`src/rtl/spram_ctl.sv`:
```
// -----------------------------------------------------------------------------
// spram_ctl
//
// This module is the request/response front end for a single-port RAM wrapper.
// The RAM has a 1-cycle read latency and uses en/wnr/addr/wdata/rdata strobes.
//
// Request side:
//   - A valid/ready request channel is turned into RAM strobes.
//   - Reads are handled separately from writes (see response side).
//
// Response side:
//   - Read data comes back through a 3-entry buffered valid/ready channel.
//   - A consumer can stall without losing RAM output.
//   - Writes produce no response.
//
// Clear sweep (CLR=1):
//   - After reset, the controller writes CLR_VAL to every RAM word.
//   - This takes 2**A cycles, one word per cycle.
//   - No requests are accepted until the sweep finishes.
//
// Ports
//   clk, rst        clock; asynchronous active-high reset
//   req_vld/rdy     request handshake (transfer on req_vld & req_rdy)
//   req_wnr         1 = write, 0 = read
//   req_addr        word address (A bits)
//   req_wdata       write data (D bits)
//   resp_vld/rdy    read-response handshake
//   resp_rdata      read data (head of the response FIFO)
//   ram_en/wnr      RAM enable / write-not-read
//   ram_addr        RAM address
//   ram_wdata       RAM write data
//   ram_rdata       RAM read data, valid the cycle after a read strobe
//   init_done       high once the controller is accepting traffic
// -----------------------------------------------------------------------------
module spram_ctl #(
  parameter int             A       = 6,
  parameter int             D       = 32,
  parameter bit             CLR     = 1'b1,
  parameter logic [D-1:0]   CLR_VAL = '0
) (
  input  logic         clk,
  input  logic         rst,
  input  logic         req_vld,
  output logic         req_rdy,
  input  logic         req_wnr,
  input  logic [A-1:0] req_addr,
  input  logic [D-1:0] req_wdata,
  output logic         resp_vld,
  input  logic         resp_rdy,
  output logic [D-1:0] resp_rdata,
  output logic         ram_en,
  output logic         ram_wnr,
  output logic [A-1:0] ram_addr,
  output logic [D-1:0] ram_wdata,
  input  logic [D-1:0] ram_rdata,
  output logic         init_done
);

  typedef enum logic {
    ST_CLR = 1'b0,   // sweeping CLR_VAL through the RAM
    ST_RUN = 1'b1    // serving client requests
  } state_t;

  localparam int          FIFO_DEPTH = 3;
  localparam logic [1:0]  OUT_MAX    = 2'd3;
  localparam logic [1:0]  PTR_LAST   = 2'(FIFO_DEPTH - 1);

  // ---------------------------------------------------------------------------
  // State
  // ---------------------------------------------------------------------------
  state_t         state;
  logic [A-1:0]   clr_ptr;

  // A read strobed into the RAM last cycle; its data is on ram_rdata now.
  logic           rd_pend;

  // Reads accepted but not yet popped by the consumer. This count covers both
  // the RAM pipeline stage and the FIFO contents. Capping it at 3 is what
  // keeps the FIFO from ever overflowing.
  logic [1:0]     out_cnt;

  logic [D-1:0]   fifo_mem [FIFO_DEPTH];
  logic [1:0]     wr_ptr;
  logic [1:0]     rd_ptr;
  logic [1:0]     fifo_cnt;

  // ---------------------------------------------------------------------------
  // Handshake decode
  // ---------------------------------------------------------------------------
  logic accept;
  logic rd_accept;
  logic push;
  logic pop;

  // req_rdy depends only on registers.
  // There is therefore no combinational path from resp_rdy to req_rdy.
  // A pop frees a slot the cycle after it happens.
  assign req_rdy   = init_done & (out_cnt != OUT_MAX);
  assign accept    = req_vld & req_rdy;
  assign rd_accept = accept & ~req_wnr;
  assign push      = rd_pend;
  assign resp_vld  = (fifo_cnt != 2'd0);
  assign pop       = resp_vld & resp_rdy;
  assign resp_rdata = fifo_mem[rd_ptr];

  // ---------------------------------------------------------------------------
  // RAM strobe mux
  // ---------------------------------------------------------------------------
  // NOTE: every output of a combinational block gets a default first, so no
  // path can leave it unassigned and infer a latch.
  always_comb begin
    ram_en    = 1'b0;
    ram_wnr   = req_wnr;
    ram_addr  = req_addr;
    ram_wdata = req_wdata;
    if (state == ST_CLR) begin
      // The FSM sits in ST_CLR while rst is held, so the strobe is gated here.
      // The first sweep write then lands on the first edge after release.
      ram_en    = ~rst;
      ram_wnr   = 1'b1;
      ram_addr  = clr_ptr;
      ram_wdata = CLR_VAL;
    end else begin
      ram_en    = accept;
    end
  end

  // ---------------------------------------------------------------------------
  // Control FSM: clear sweep, then run
  // ---------------------------------------------------------------------------
  // NOTE: sequential state uses non-blocking assignments only, so every
  // register samples the pre-edge values regardless of statement order.
  always_ff @(posedge clk or posedge rst) begin
    if (rst) begin
      state     <= CLR ? ST_CLR : ST_RUN;
      clr_ptr   <= '0;
      init_done <= 1'b0;
    end else begin
      case (state)
        ST_CLR: begin
          clr_ptr <= clr_ptr + A'(1);
          if (&clr_ptr) begin
            state     <= ST_RUN;
            init_done <= 1'b1;
          end
        end
        ST_RUN: begin
          init_done <= 1'b1;
        end
        default: begin
          state <= ST_RUN;
        end
      endcase
    end
  end

  // ---------------------------------------------------------------------------
  // Read pipeline tracking and outstanding count
  // ---------------------------------------------------------------------------
  always_ff @(posedge clk or posedge rst) begin
    if (rst) begin
      rd_pend <= 1'b0;
      out_cnt <= 2'd0;
    end else begin
      rd_pend <= rd_accept;
      case ({rd_accept, pop})
        2'b10:   out_cnt <= out_cnt + 2'd1;
        2'b01:   out_cnt <= out_cnt - 2'd1;
        default: out_cnt <= out_cnt;
      endcase
    end
  end

  // ---------------------------------------------------------------------------
  // Response FIFO (circular, 3 entries, head drives resp_rdata)
  // ---------------------------------------------------------------------------
  // NOTE: the storage is reset along with the pointers. It is only three
  // words, and resetting it guarantees resp_rdata reads zero in reset
  // instead of stale or unknown data.
  always_ff @(posedge clk or posedge rst) begin
    if (rst) begin
      for (int i = 0; i < FIFO_DEPTH; i++) begin
        fifo_mem[i] <= '0;
      end
      wr_ptr   <= 2'd0;
      rd_ptr   <= 2'd0;
      fifo_cnt <= 2'd0;
    end else begin
      if (push) begin
        fifo_mem[wr_ptr] <= ram_rdata;
        wr_ptr           <= (wr_ptr == PTR_LAST) ? 2'd0 : wr_ptr + 2'd1;
      end
      if (pop) begin
        rd_ptr <= (rd_ptr == PTR_LAST) ? 2'd0 : rd_ptr + 2'd1;
      end
      case ({push, pop})
        2'b10:   fifo_cnt <= fifo_cnt + 2'd1;
        2'b01:   fifo_cnt <= fifo_cnt - 2'd1;
        default: fifo_cnt <= fifo_cnt;
      endcase
    end
  end

  // ---------------------------------------------------------------------------
  // Simulation checks
  // ---------------------------------------------------------------------------
  // The outstanding limit must make a push into a full FIFO impossible.
  a_no_overflow: assert property (@(posedge clk) disable iff (rst)
    !(push && !pop && fifo_cnt == 2'd3));

  // The outstanding count always equals pipeline stage plus FIFO occupancy.
  a_out_consistent: assert property (@(posedge clk) disable iff (rst)
    out_cnt == fifo_cnt + 2'(rd_pend));

endmodule

```
`config.mk`:
```
export PLATFORM = sky130hd
export DESIGN_NAME = spram_ctl
export DESIGN_NICKNAME = d
export VERILOG_FILES = /design/src/rtl/spram_ctl.sv
export SDC_FILE = /design/constraint.sdc
export NUM_CORES = 1
export LEC_CHECK = 0
export BUFFER_PORTS_ARGS = -buffer_cell sky130_fd_sc_hd__buf_2
export CAP_MARGIN = 5
export CORE_ASPECT_RATIO = 1.75
export CORE_UTILIZATION = 45
export CTS_BUF_LIST = sky130_fd_sc_hd__clkbuf_16
export CTS_CLUSTER_SIZE = 25
export DETAILED_ROUTE_END_ITERATION = 8
export GPL_TIMING_DRIVEN = 0
export PLACE_DENSITY = 0.7
export SKIP_CTS_REPAIR_TIMING = 1
export SLEW_MARGIN = 0
export SYNTH_ARGS = -nofsm -noshare
export SYNTH_HDL_FRONTEND = slang
export SYNTH_SLANG_ARGS = --single-unit
```
`constraint.sdc`:
```
create_clock -name clk -period 4.55 [get_ports clk]
set_clock_uncertainty 0.05 [all_clocks]
set_input_delay 0.91 -clock clk [delete_from_list [all_inputs] [get_ports clk]]
set_output_delay 0.91 -clock clk [all_outputs]
set_load 0.01 [all_outputs]
```
==> summary.md <==
| Metric | Value |
|---|---|
| Yosys cell types | 27 |
| CP cell instances | clkbuf_1 > nor2b_1 > clkbuf_1 > nand2_1 > o21ai_0 > buf_2 |
| Multi-input gate area | 2380 sq um |
| Slew margin rel. | a little under three fifths |
| CTS tree | yes |
| #FFs+latches synth | 113 |
| Combinational share of power | about a quarter |
| Post-DP HPWL | 8620 um |
| Syn avg cell area | 12.8 sq um |
| CP Depth | 6 |
| Clk network pwr share | 37.9% |
| DR WL/cell | 16.2 um |
| Initial DRT Pass Iterations | 8 |
| Num rows | 52 |
| Final wirelength | about 12000 um |
| Pwr/cell area | 430 nW/um^2 |
| Syn_nets | 496 |
| Core Box Area | between 10000 and 15000 sq um |
| Routability cong. | just over 0.8 |
| Tcrit/Tclk final | 71.9% |
| Sw Ratio | between 30% and 40% |
| Internal Power | 2.04 mW |
| Worst Path Buf+Inv | 3 |
| Largest net degree at the start of global routing | 64 |
| Startpoint type of the worst setup path | flop |
| Chip height | 146 um |
| Max frequency | ~310 MHz |
| Area grow syn2layout | 27.0% |
| Via Count | 3734 |
| Total number of yosys warnings | 0 |
| Share of power burned in registers | between 30% and 40% |
| CP Data Required Time | 3.59 ns |
| Sequential area share after synthesis | 52.7% |
| Top cells by area, synth | dfrtp_1 (53%), mux2_2 (16%), mux2_4 (8.4%) |
| Global-route wire length before repair | 19600 um |
| Cell Area, Synth | 5360 sq um |
| Failing checks | design-rule violations |
| Finished Cell Area | 6810 sq um |
| Final Max Tran Viols | 0 |
| Global route overflow | 0 |
| Switching power | approximately 890 uW |
| Die area | 12400 sq um |
| # diodes | 0 |
| Tightest Pin Transition | 0.656 ns |
| Largest delay share family, worst path | buffers and inverters |
| Vias in the first global route | 4020 |
| Worst-path maximum fanout | 10 |
| H-tree Lvls | 4 |
| Min Tclk post-route | 3.27 ns |
| Post-DRT Antenna Nets | 0 |
| DRC viols | 5 |
| Fill count | approximately 1000 |
| Worst hold path type | reg -> reg |
| Clock transition at the registers of the reported paths | roughly 0.050 ns |
| I/O Buffers | 149 |
| Initial detailed-routing violation count | 144 |
| CTS Buffer Depth | 2 |
| Worst hold path cell count | 1 |
| Reg area | 2830 sq um |
| Leakage power | 3.46 nW |
| Initial antenna violation count | 0 |
| Io pins | 150 |
| Cell taking the most area after synthesis | dfrtp_1 |
| Ys flop type | dfrtp_1 |
| NumNets Final | 665 |
| R2R cell count | 6 |
| Critical Path Sink Type | primary output |
| Final core occ | 58.8% |
| Gate Count Post-Synth | between 400 and 500 |
| Ratio of cells with drive above 1 in the final layout | 50.0% |
| RSZ-0062 raised after global routing | no |
| Root Buffer | clkbuf_16 |
| Number of max-cap violations | 0 |
| Number of enable flip-flop cells after synthesis | 0 |
| Cts bufs inserted | 17 |
| CTS Sinks | 113 |
| Maximum vdd drop | 0.292 mV |
| Status | complete, but fails checks |
| Worst path arrival time | 2.31 ns |
| Post-synth top area share | between 50% and 60% |
| Final Hold Fails | 0 |
| Vias per std cell | 5.08 |
| Largest stage delay on the critical path | 0.49 ns |
| Slowest stage cell, crit path | clkbuf_1 |
| Initial core utilization | 46.3% |
| CP most frequent cell | clkbuf_1 |
| Asr flop ratio synth | 100% |
| Dpl cell area | 6310 sq um |
| Critical path type | reg -> out |
| Die width | 84.5 um |
| Pwr Total | 2.93 mW |
| Total global-route track usage | between 20% and 30% |
| Later-pin clock latency in the skew report | 0.40 ns |
| Final setup viols | 0 |
==> kinds of logic after synthesis <==
logic type / count (synthesis) / share of synthesized area (%)
DFF: 113 / 52.7
xor gates and xnor gates: 11 / 1.80
buffers and inverters: 30 / 2.78
and+or+nand+nor: 87 / 8.35
muxes: 136 / 29.9
AOI/OAI and AO/OA: 38 / 3.71
adders and majority gates: 3 / 0.700
==> placed cells by master, fill, tap and decap left out, types with 4 or more instances in the layout <==
| master | instances |
|---|---|
| clkbuf_16 | 17 |
| mux2_2 | 74 |
| clkbuf_1 | 12 |
| inv_1 | 4 |
| buf_2 | 160 |
| nand2_1 | 35 |
| nor2_1 | 5 |
| xnor2_1 | 8 |
| dfrtp_1 | 113 |
| clkinv_1 | 4 |
| clkinv_2 | 4 |
| mux2_4 | 30 |
| and2_1 | 32 |
| o21ai_0 | 34 |
| clkinvlp_4 | 5 |
| mux2i_1 | 32 |
==> registers in the layout, summed over array words and instances, names as in the netlist <==
| name | flops |
|---|---|
| out_cnt | 2 |
| wr_ptr | 2 |
| rd_ptr | 2 |
| push | 1 |
| clr_ptr | 6 |
| init_done | 1 |
| fifo_cnt | 2 |
| state | 1 |
| fifo_mem | 96 |
==> cell usage after synthesis (all sizes together), types with 4 or more instances <==
library cell,count
dfrtp,113
nand2,35
xnor2,8
clkbuf,12
nor2,5
o21ai,34
inv,4
buf,14
and2,32
mux2i,32
mux2,104
==> final timing paths <==
check | to | startpoint | slack [ns]
worst max register to register | out_cnt[1] | out_cnt[0] | 2.66
worst max-delay path | resp_rdata[22] | rd_ptr[0] | 1.28
worst min-delay path | out_cnt[1] | out_cnt[1] | 0.42
max in group asynchronous | fifo_mem[24] | rst | 3.14
worst min register to register | out_cnt[1] | out_cnt[1] | 0.42
min in group asynchronous | fifo_mem[35] | rst | 0.56
==> power by group through the flow <==
stage | clock network [mW] | registers, mW | logic (mW)
floorplan | 0 | 1.11 | 0.450
global placement | 0 | 1.11 | 0.717
detailed placement | 0 | 1.11 | 0.733
CTS | 1.13 | 1.10 | 0.735
global route | 1.19 | 1.11 | 0.793
finish | 1.11 | 1.10 | 0.723
==> stage by stage <==
| stage | worst slack, ns | hold WS, ns | cells | TNS, ns |
|---|---|---|---|---|
| final | 1.28 | 0.422 | 735 | 0 |
| after global routing | 1.05 | 0.442 | 735 | 0 |
| after CTS | 1.23 | 0.421 | 735 | 0 |
| after detailed placement | 1.66 | 0.412 | 703 | 0 |
| after global placement | -0.584 | 0.403 | 702 | -65.07 |
| after floorplan | 0.603 | 0.386 | 418 | 0 |
==> layout make-up <==
class | count | share of cell area, %
multi-input combinational | 275 | 35.0
timing repair buffer | 150 | 11.4
clock buffer | 17 | 6.25
buffer | 26 | 1.97
clock inverter | 15 | 1.18
tap | 135 | 2.48
sequential | 113 | 41.5
inverter | 4 | 0.257
==> per-layer routing <==
| layer | share of wire [%] | vias up | GRT usage (%) |
|---|---|---|---|
| met1 | 39 | 1829 | 22.2 |
| met4 | 1.4 | 0 | 7.80 |
| li1 | - | 1776 | - |
| met2 | 55 | 118 | 37.9 |
| met5 | 0 | - | 0 |
| met3 | 4.2 | 11 | 5.77 |
Power figures use the tool's default switching activity.
